### config.mk
export PLATFORM = sky130hd
export DESIGN_NAME = ex_branch_issue
export DESIGN_NICKNAME = d
export VERILOG_FILES = /design/src/rtl/ex_branch_issue.sv
export SDC_FILE = /design/constraint.sdc
export NUM_CORES = 1
export LEC_CHECK = 0
export CAP_MARGIN = 10
export CELL_PAD_IN_SITES_DETAIL_PLACEMENT = 1
export CELL_PAD_IN_SITES_GLOBAL_PLACEMENT = 1
export CORE_MARGIN = 3
export CORE_UTILIZATION = 50
export DETAILED_ROUTE_END_ITERATION = 10
export PLACE_DENSITY_LB_ADDON = 0.08
export SYNTH_ARGS = -nofsm -noshare
export SYNTH_HDL_FRONTEND = slang
export SYNTH_SLANG_ARGS = --single-unit
### constraint.sdc
create_clock -name iCLOCK -period 8.6 [get_ports iCLOCK]
set_input_delay 1.72 -clock iCLOCK [delete_from_list [all_inputs] [get_ports iCLOCK]]
set_output_delay 1.72 -clock iCLOCK [all_outputs]
set_load 0.03 [all_outputs]
### src/rtl/ex_branch_issue.sv
// In-order branch issue queue: buffers decoded branches, snoops the flag broadcast bus and
// issues resolved heads to the branch port. Optional: MIST1032SA_BRANCH_ISSUE_BYPASS_EN.
module ex_branch_issue #(
  parameter int unsigned DEPTH   = 4,
  parameter int unsigned DEPTH_N = 2
) (
  input  logic               iCLOCK,
  input  logic               inRESET,
  input  logic               iFREE_RESTART,
  input  logic               iENT_VALID,
  output logic               oENT_FULL,
  input  logic [5:0]         iENT_COMMIT_TAG,
  input  logic [4:0]         iENT_CMD,
  input  logic [3:0]         iENT_CC,
  input  logic [31:0]        iENT_SOURCE,
  input  logic [31:0]        iENT_PC,
  input  logic               iENT_FLAG_READY,
  input  logic [4:0]         iENT_FLAG,
  input  logic [5:0]         iENT_FLAG_TAG,
  input  logic               iFLAGS_VALID,
  input  logic [5:0]         iFLAGS_COMMIT_TAG,
  input  logic [4:0]         iFLAGS_DATA,
  output logic               oEX_BRANCH_VALID,
  output logic [5:0]         oEX_BRANCH_COMMIT_TAG,
  output logic [4:0]         oEX_BRANCH_CMD,
  output logic [3:0]         oEX_BRANCH_CC,
  output logic [4:0]         oEX_BRANCH_FLAG,
  output logic [31:0]        oEX_BRANCH_SOURCE,
  output logic [31:0]        oEX_BRANCH_PC,
  input  logic               iEX_BRANCH_LOCK,
  output logic [DEPTH_N:0]   oCOUNT
);

  logic [DEPTH-1:0]   valid_q, valid_d;
  logic [DEPTH-1:0]   ready_q, ready_d;
  logic [4:0]         flag_q [DEPTH];
  logic [4:0]         flag_d [DEPTH];
  logic [5:0]         ftag_q [DEPTH];
  logic [5:0]         ftag_d [DEPTH];
  logic [5:0]         ctag_q [DEPTH];
  logic [4:0]         cmd_q  [DEPTH];
  logic [3:0]         cc_q   [DEPTH];
  logic [31:0]        src_q  [DEPTH];
  logic [31:0]        pc_q   [DEPTH];
  logic [DEPTH_N-1:0] wptr_q, wptr_d, rptr_q, rptr_d;
  logic [DEPTH_N:0]   count_q, count_d;

  logic               out_valid_q, out_valid_d;
  logic [5:0]         out_ctag_q, out_ctag_d;
  logic [4:0]         out_cmd_q, out_cmd_d;
  logic [3:0]         out_cc_q, out_cc_d;
  logic [4:0]         out_flag_q, out_flag_d;
  logic [31:0]        out_src_q, out_src_d;
  logic [31:0]        out_pc_q, out_pc_d;

  logic               full, enq, iss, ent_hit, head_rdy;
  logic [4:0]         head_flag;

  always_comb begin
    full    = (count_q == (DEPTH_N + 1)'(DEPTH));
    enq     = iENT_VALID && !full && !iFREE_RESTART;
    ent_hit = iFLAGS_VALID && (iFLAGS_COMMIT_TAG == iENT_FLAG_TAG);
`ifdef MIST1032SA_BRANCH_ISSUE_BYPASS_EN
    // A live broadcast for the head counts as resolved this cycle.
    head_rdy  = valid_q[rptr_q] && (ready_q[rptr_q] ||
                (iFLAGS_VALID && (iFLAGS_COMMIT_TAG == ftag_q[rptr_q])));
    head_flag = ready_q[rptr_q] ? flag_q[rptr_q] : iFLAGS_DATA;
`else
    head_rdy  = valid_q[rptr_q] && ready_q[rptr_q];
    head_flag = flag_q[rptr_q];
`endif
    iss = head_rdy && !iEX_BRANCH_LOCK && !iFREE_RESTART;
  end

  always_comb begin
    valid_d     = valid_q;
    ready_d     = ready_q;
    flag_d      = flag_q;
    ftag_d      = ftag_q;
    wptr_d      = wptr_q;
    rptr_d      = rptr_q;
    count_d     = count_q;
    out_valid_d = 1'b0;
    out_ctag_d  = out_ctag_q;
    out_cmd_d   = out_cmd_q;
    out_cc_d    = out_cc_q;
    out_flag_d  = out_flag_q;
    out_src_d   = out_src_q;
    out_pc_d    = out_pc_q;
    if (iFREE_RESTART) begin
      valid_d = '0;
      wptr_d  = '0;
      rptr_d  = '0;
      count_d = '0;
    end else begin
      for (int i = 0; i < DEPTH; i++) begin
        if (valid_q[i] && !ready_q[i] && iFLAGS_VALID && (ftag_q[i] == iFLAGS_COMMIT_TAG)) begin
          ready_d[i] = 1'b1;
          flag_d[i]  = iFLAGS_DATA;
        end
      end
      if (enq) begin
        valid_d[wptr_q] = 1'b1;
        ready_d[wptr_q] = iENT_FLAG_READY || ent_hit;
        flag_d[wptr_q]  = iENT_FLAG_READY ? iENT_FLAG : iFLAGS_DATA;
        ftag_d[wptr_q]  = iENT_FLAG_TAG;
        wptr_d          = wptr_q + 1'b1;
      end
      if (iss) begin
        valid_d[rptr_q] = 1'b0;
        rptr_d          = rptr_q + 1'b1;
        out_valid_d     = 1'b1;
        out_ctag_d      = ctag_q[rptr_q];
        out_cmd_d       = cmd_q[rptr_q];
        out_cc_d        = cc_q[rptr_q];
        out_flag_d      = head_flag;
        out_src_d       = src_q[rptr_q];
        out_pc_d        = pc_q[rptr_q];
      end
      if (enq && !iss) begin
        count_d = count_q + 1'b1;
      end else if (iss && !enq) begin
        count_d = count_q - 1'b1;
      end
    end
  end

  always_ff @(posedge iCLOCK or negedge inRESET) begin
    if (!inRESET) begin
      valid_q     <= '0;
      ready_q     <= '0;
      for (int i = 0; i < DEPTH; i++) begin
        flag_q[i] <= '0;
        ftag_q[i] <= '0;
      end
      wptr_q      <= '0;
      rptr_q      <= '0;
      count_q     <= '0;
      out_valid_q <= 1'b0;
      out_ctag_q  <= '0;
      out_cmd_q   <= '0;
      out_cc_q    <= '0;
      out_flag_q  <= '0;
      out_src_q   <= '0;
      out_pc_q    <= '0;
    end else begin
      valid_q     <= valid_d;
      ready_q     <= ready_d;
      flag_q      <= flag_d;
      ftag_q      <= ftag_d;
      wptr_q      <= wptr_d;
      rptr_q      <= rptr_d;
      count_q     <= count_d;
      out_valid_q <= out_valid_d;
      out_ctag_q  <= out_ctag_d;
      out_cmd_q   <= out_cmd_d;
      out_cc_q    <= out_cc_d;
      out_flag_q  <= out_flag_d;
      out_src_q   <= out_src_d;
      out_pc_q    <= out_pc_d;
    end
  end

  // Payload is qualified by valid_q, so it needs no reset.
  always_ff @(posedge iCLOCK) begin
    if (enq) begin
      ctag_q[wptr_q] <= iENT_COMMIT_TAG;
      cmd_q[wptr_q]  <= iENT_CMD;
      cc_q[wptr_q]   <= iENT_CC;
      src_q[wptr_q]  <= iENT_SOURCE;
      pc_q[wptr_q]   <= iENT_PC;
    end
  end

  assign oENT_FULL             = full;
  assign oCOUNT                = count_q;
  assign oEX_BRANCH_VALID      = out_valid_q;
  assign oEX_BRANCH_COMMIT_TAG = out_ctag_q;
  assign oEX_BRANCH_CMD        = out_cmd_q;
  assign oEX_BRANCH_CC         = out_cc_q;
  assign oEX_BRANCH_FLAG       = out_flag_q;
  assign oEX_BRANCH_SOURCE     = out_src_q;
  assign oEX_BRANCH_PC         = out_pc_q;

endmodule

==> results.cfg <==
[outcome]
status = complete, no violations

[timing]
tns_ns = 0
period_share_pct = 53.18
slew_headroom_pct = 28.69
slew_viol_final = 0
setup_viol = 0
tightest_slew_ns = 1.070
fmax_mhz = 218.7
clock_skew_ns = 0.01674
hold_viol_final = 0
hold_slack_ns = 0.5005
rsz0062_at_grt = false
period_needed_ns = 4.573

[global_routing]
grt_pass1_vias = 9775
busiest_layer = met2
grt_overflow = 0
track_usage_pct = 20.69
use_met2_pct = 33.52
grtUsageMet3_pct = 4.056
grtUsageMet1_pct = 30.00
grt_max_degree = 76
grt_first_pass_wirelength_um = 59950
antenna_found_initial = 3

[cts]
root_buffer = clkbuf_16
clk_latency_ns = 0.55
cts_resized = 0
cts_htree_levels = 2
cts_tree = built
cts.clk_slew.worst_paths_ns = 0.06
clock_sinks = 460
cts_buffers = 46
hold_buffers = 0
cts_setup_buffers = 0
cts_max_path_buffers = 3

[logic_synthesis]
synth_area_leaders = edfxtp_1, dfrtp_1, mux4_2
seq_area_frac_synth_pct = 73.76
synth_cell_types = 46
synth_flop_cell = edfxtp_1
ys_seq_elements = 460
ys_warn_count = 0
synth.top_cell.area_share_pct = 53.46
synth_edf_count = 316
syn_area_um2 = 17750
async_flop_share_pct = 31.30
yosys.area.top_type = edfxtp_1
synthCells = 877
synth.avg_cell_area_um2 = 20.24
syn_nets = 994

[power_and_ir_drop]
clkPwrFrac_pct = 28.5
p_leak_nw = 7.601
p_int_w = 0.004787
powerDensity_nw_per_um2 = 312.5
p_switching_w = 0.001965
p_seq_share_pct = 45.1
switching_share_pct = 29.10
irDropWorstVdd_v = 0.0002346
combPwrFrac_pct = 26.4
p_total_w = 0.006752

[min_path]
worstHoldStart = oEX_BRANCH_COMMIT_TAG[1]
min_path_type = reg2reg
whs_endpoint = oEX_BRANCH_COMMIT_TAG[1]
hold_depth = 1

[routing]
num_vias = 8878
drcViolationCount = 0
wl_per_cell_um = 24.63
routed_via_density = 5.615
finalWirelength_um = 38940
firstDrtPassIters = 5
drt_iter0_drc = 490
final_antenna_net_count = 0

[placement]
dp_hpwl_um = 23950
post_dp_cell_area_um2 = 20150
io_buffers = 196
globalplace.congestion = 0.7727

[run]
cap_violations = 0

[finish]
area.growth.synth_to_final_pct = 21.74
utilization_pct = 62.10
mostFrequentLayoutCell = edfxtp_1
fin_area_um2 = 21610
insertedDiodeCount = 0
final_nets = 1206
layout-drive-gt1-share_pct = 24.69
layout_common_cells = edfxtp_1, clkdlybuf4s50_1, dfrtp_1, mux2_2, mux4_2

[floorplan]
pin_count = 197
rows = 68
core_um2 = 34800
die_h_um = 194.4
start_util_pct = 51.01
die_area_um2 = 37800
chipWidth_um = 194.4

[worst_setup_path]
ff2ff_path_depth = 6
cp-start-kind = input port
critPathKind = in2reg
r2r_end = oEX_BRANCH_PC[14]
required_ns = 8.77
cp_max_fo = 41
ff2ff_setup_slack_ns = 4.92
critical_path_arrival_ns = 4.74
r2r_start = rptr_q[0]
endpoint_kind = flip-flop
-- critical path, stage by stage --
cell,delay (ns)
clkdlybuf4s50_1,0.41
buf_4,0.24
nor3b_2,0.41
nand2_1,0.46
clkinv_2,0.79
buf_4,0.64
-- flip-flops by register name (all words and copies together), names as in the netlist --
signal and cells:
pc_q 128, src_q 128, oEX_BRANCH_PC 32, oEX_BRANCH_SOURCE 32, ctag_q 24, ftag_q 24
cmd_q 20, flag_q 20, cc_q 16, oEX_BRANCH_COMMIT_TAG 6, oEX_BRANCH_CMD 5, oEX_BRANCH_FLAG 5
oEX_BRANCH_CC 4, ready_q 4, valid_q 4, oCOUNT 3, rptr_q 2, wptr_q 2
oEX_BRANCH_VALID 1
-- power groups by stage --
stage               sequential, W  clock [W]  combinational (W)
finish                    0.00305    0.00192            0.00178
floorplan                 0.00337          0           0.000772
global route              0.00309    0.00206            0.00190
detailed placement        0.00309          0            0.00181
global placement          0.00308          0            0.00177
CTS                       0.00305    0.00197            0.00182
-- layer usage --
layer / part of all wire (%) / vias up / wire length [um]
met1: 44 / 4704 / 17290
met4: 1.3 / 6 / 495
met2: 50 / 237 / 19390
li1: - / 3890 / -
met5: 0.11 / - / 42
met3: 4.4 / 41 / 1718
-- final cells by class --
class                   instances  area (um2)
well taps                     455       569.3
multi-input cells             362        4390
clock inverters                19       181.4
flip-flops and latches        460       13100
clock buffers                  66        1276
inverters                      14       61.31
fillers                      2982       13190
repair buffers                205        2031
-- how the worst max path moves through the flow --
stage | from | to | slack (ns) | cells after the start
final | iFREE_RESTART | pc_q[0][21] | 4.03 | 6
after global routing | iFREE_RESTART | pc_q[0][13] | 3.81 | 6
after CTS | iFREE_RESTART | pc_q[0][28] | 4.00 | 6
after detailed placement | iFREE_RESTART | ctag_q[0][3] | 3.46 | 6
after global placement | iFREE_RESTART | ctag_q[0][3] | 3.49 | 6
after floorplan | iFREE_RESTART | flag_q[18] | 3.84 | 6
-- cell families after synthesis --
family                     after synthesis  share of synthesized area [%]
adders and majority gates                9                         0.6767
DFF                                    460                          73.76
buffers and inverters                   55                          1.508
AOI/OAI and AO/OA                       41                          2.072
xor gates and xnor gates                32                          1.579
muxes                                  199                          17.90
and+or+nand+nor                         81                          2.502
-- metrics by stage --
step / setup slack, ns / instances
global route: 3.810 / 1581
global placement: 3.486 / 1496
detailed placement: 3.457 / 1496
finish: 4.027 / 1581
CTS: 4.001 / 1581
floorplan: 3.843 / 877
-- cell usage after synthesis (all sizes together), types with 4 or more instances --
cell and count:
edfxtp 316, dfrtp 144, mux2 108, mux4 84
nor2 34, buf 22, a221o 20, clkbuf 19
xor2 17, xnor2 15, inv 14, ha 8
mux2i 7, nand2 7, nor3 6, a21oi 5
nand2b 5, nand4 5, nor2b 5, or2 5
a21o 4, a22oi 4, nor3b 4
Power figures use the tool's default switching activity.
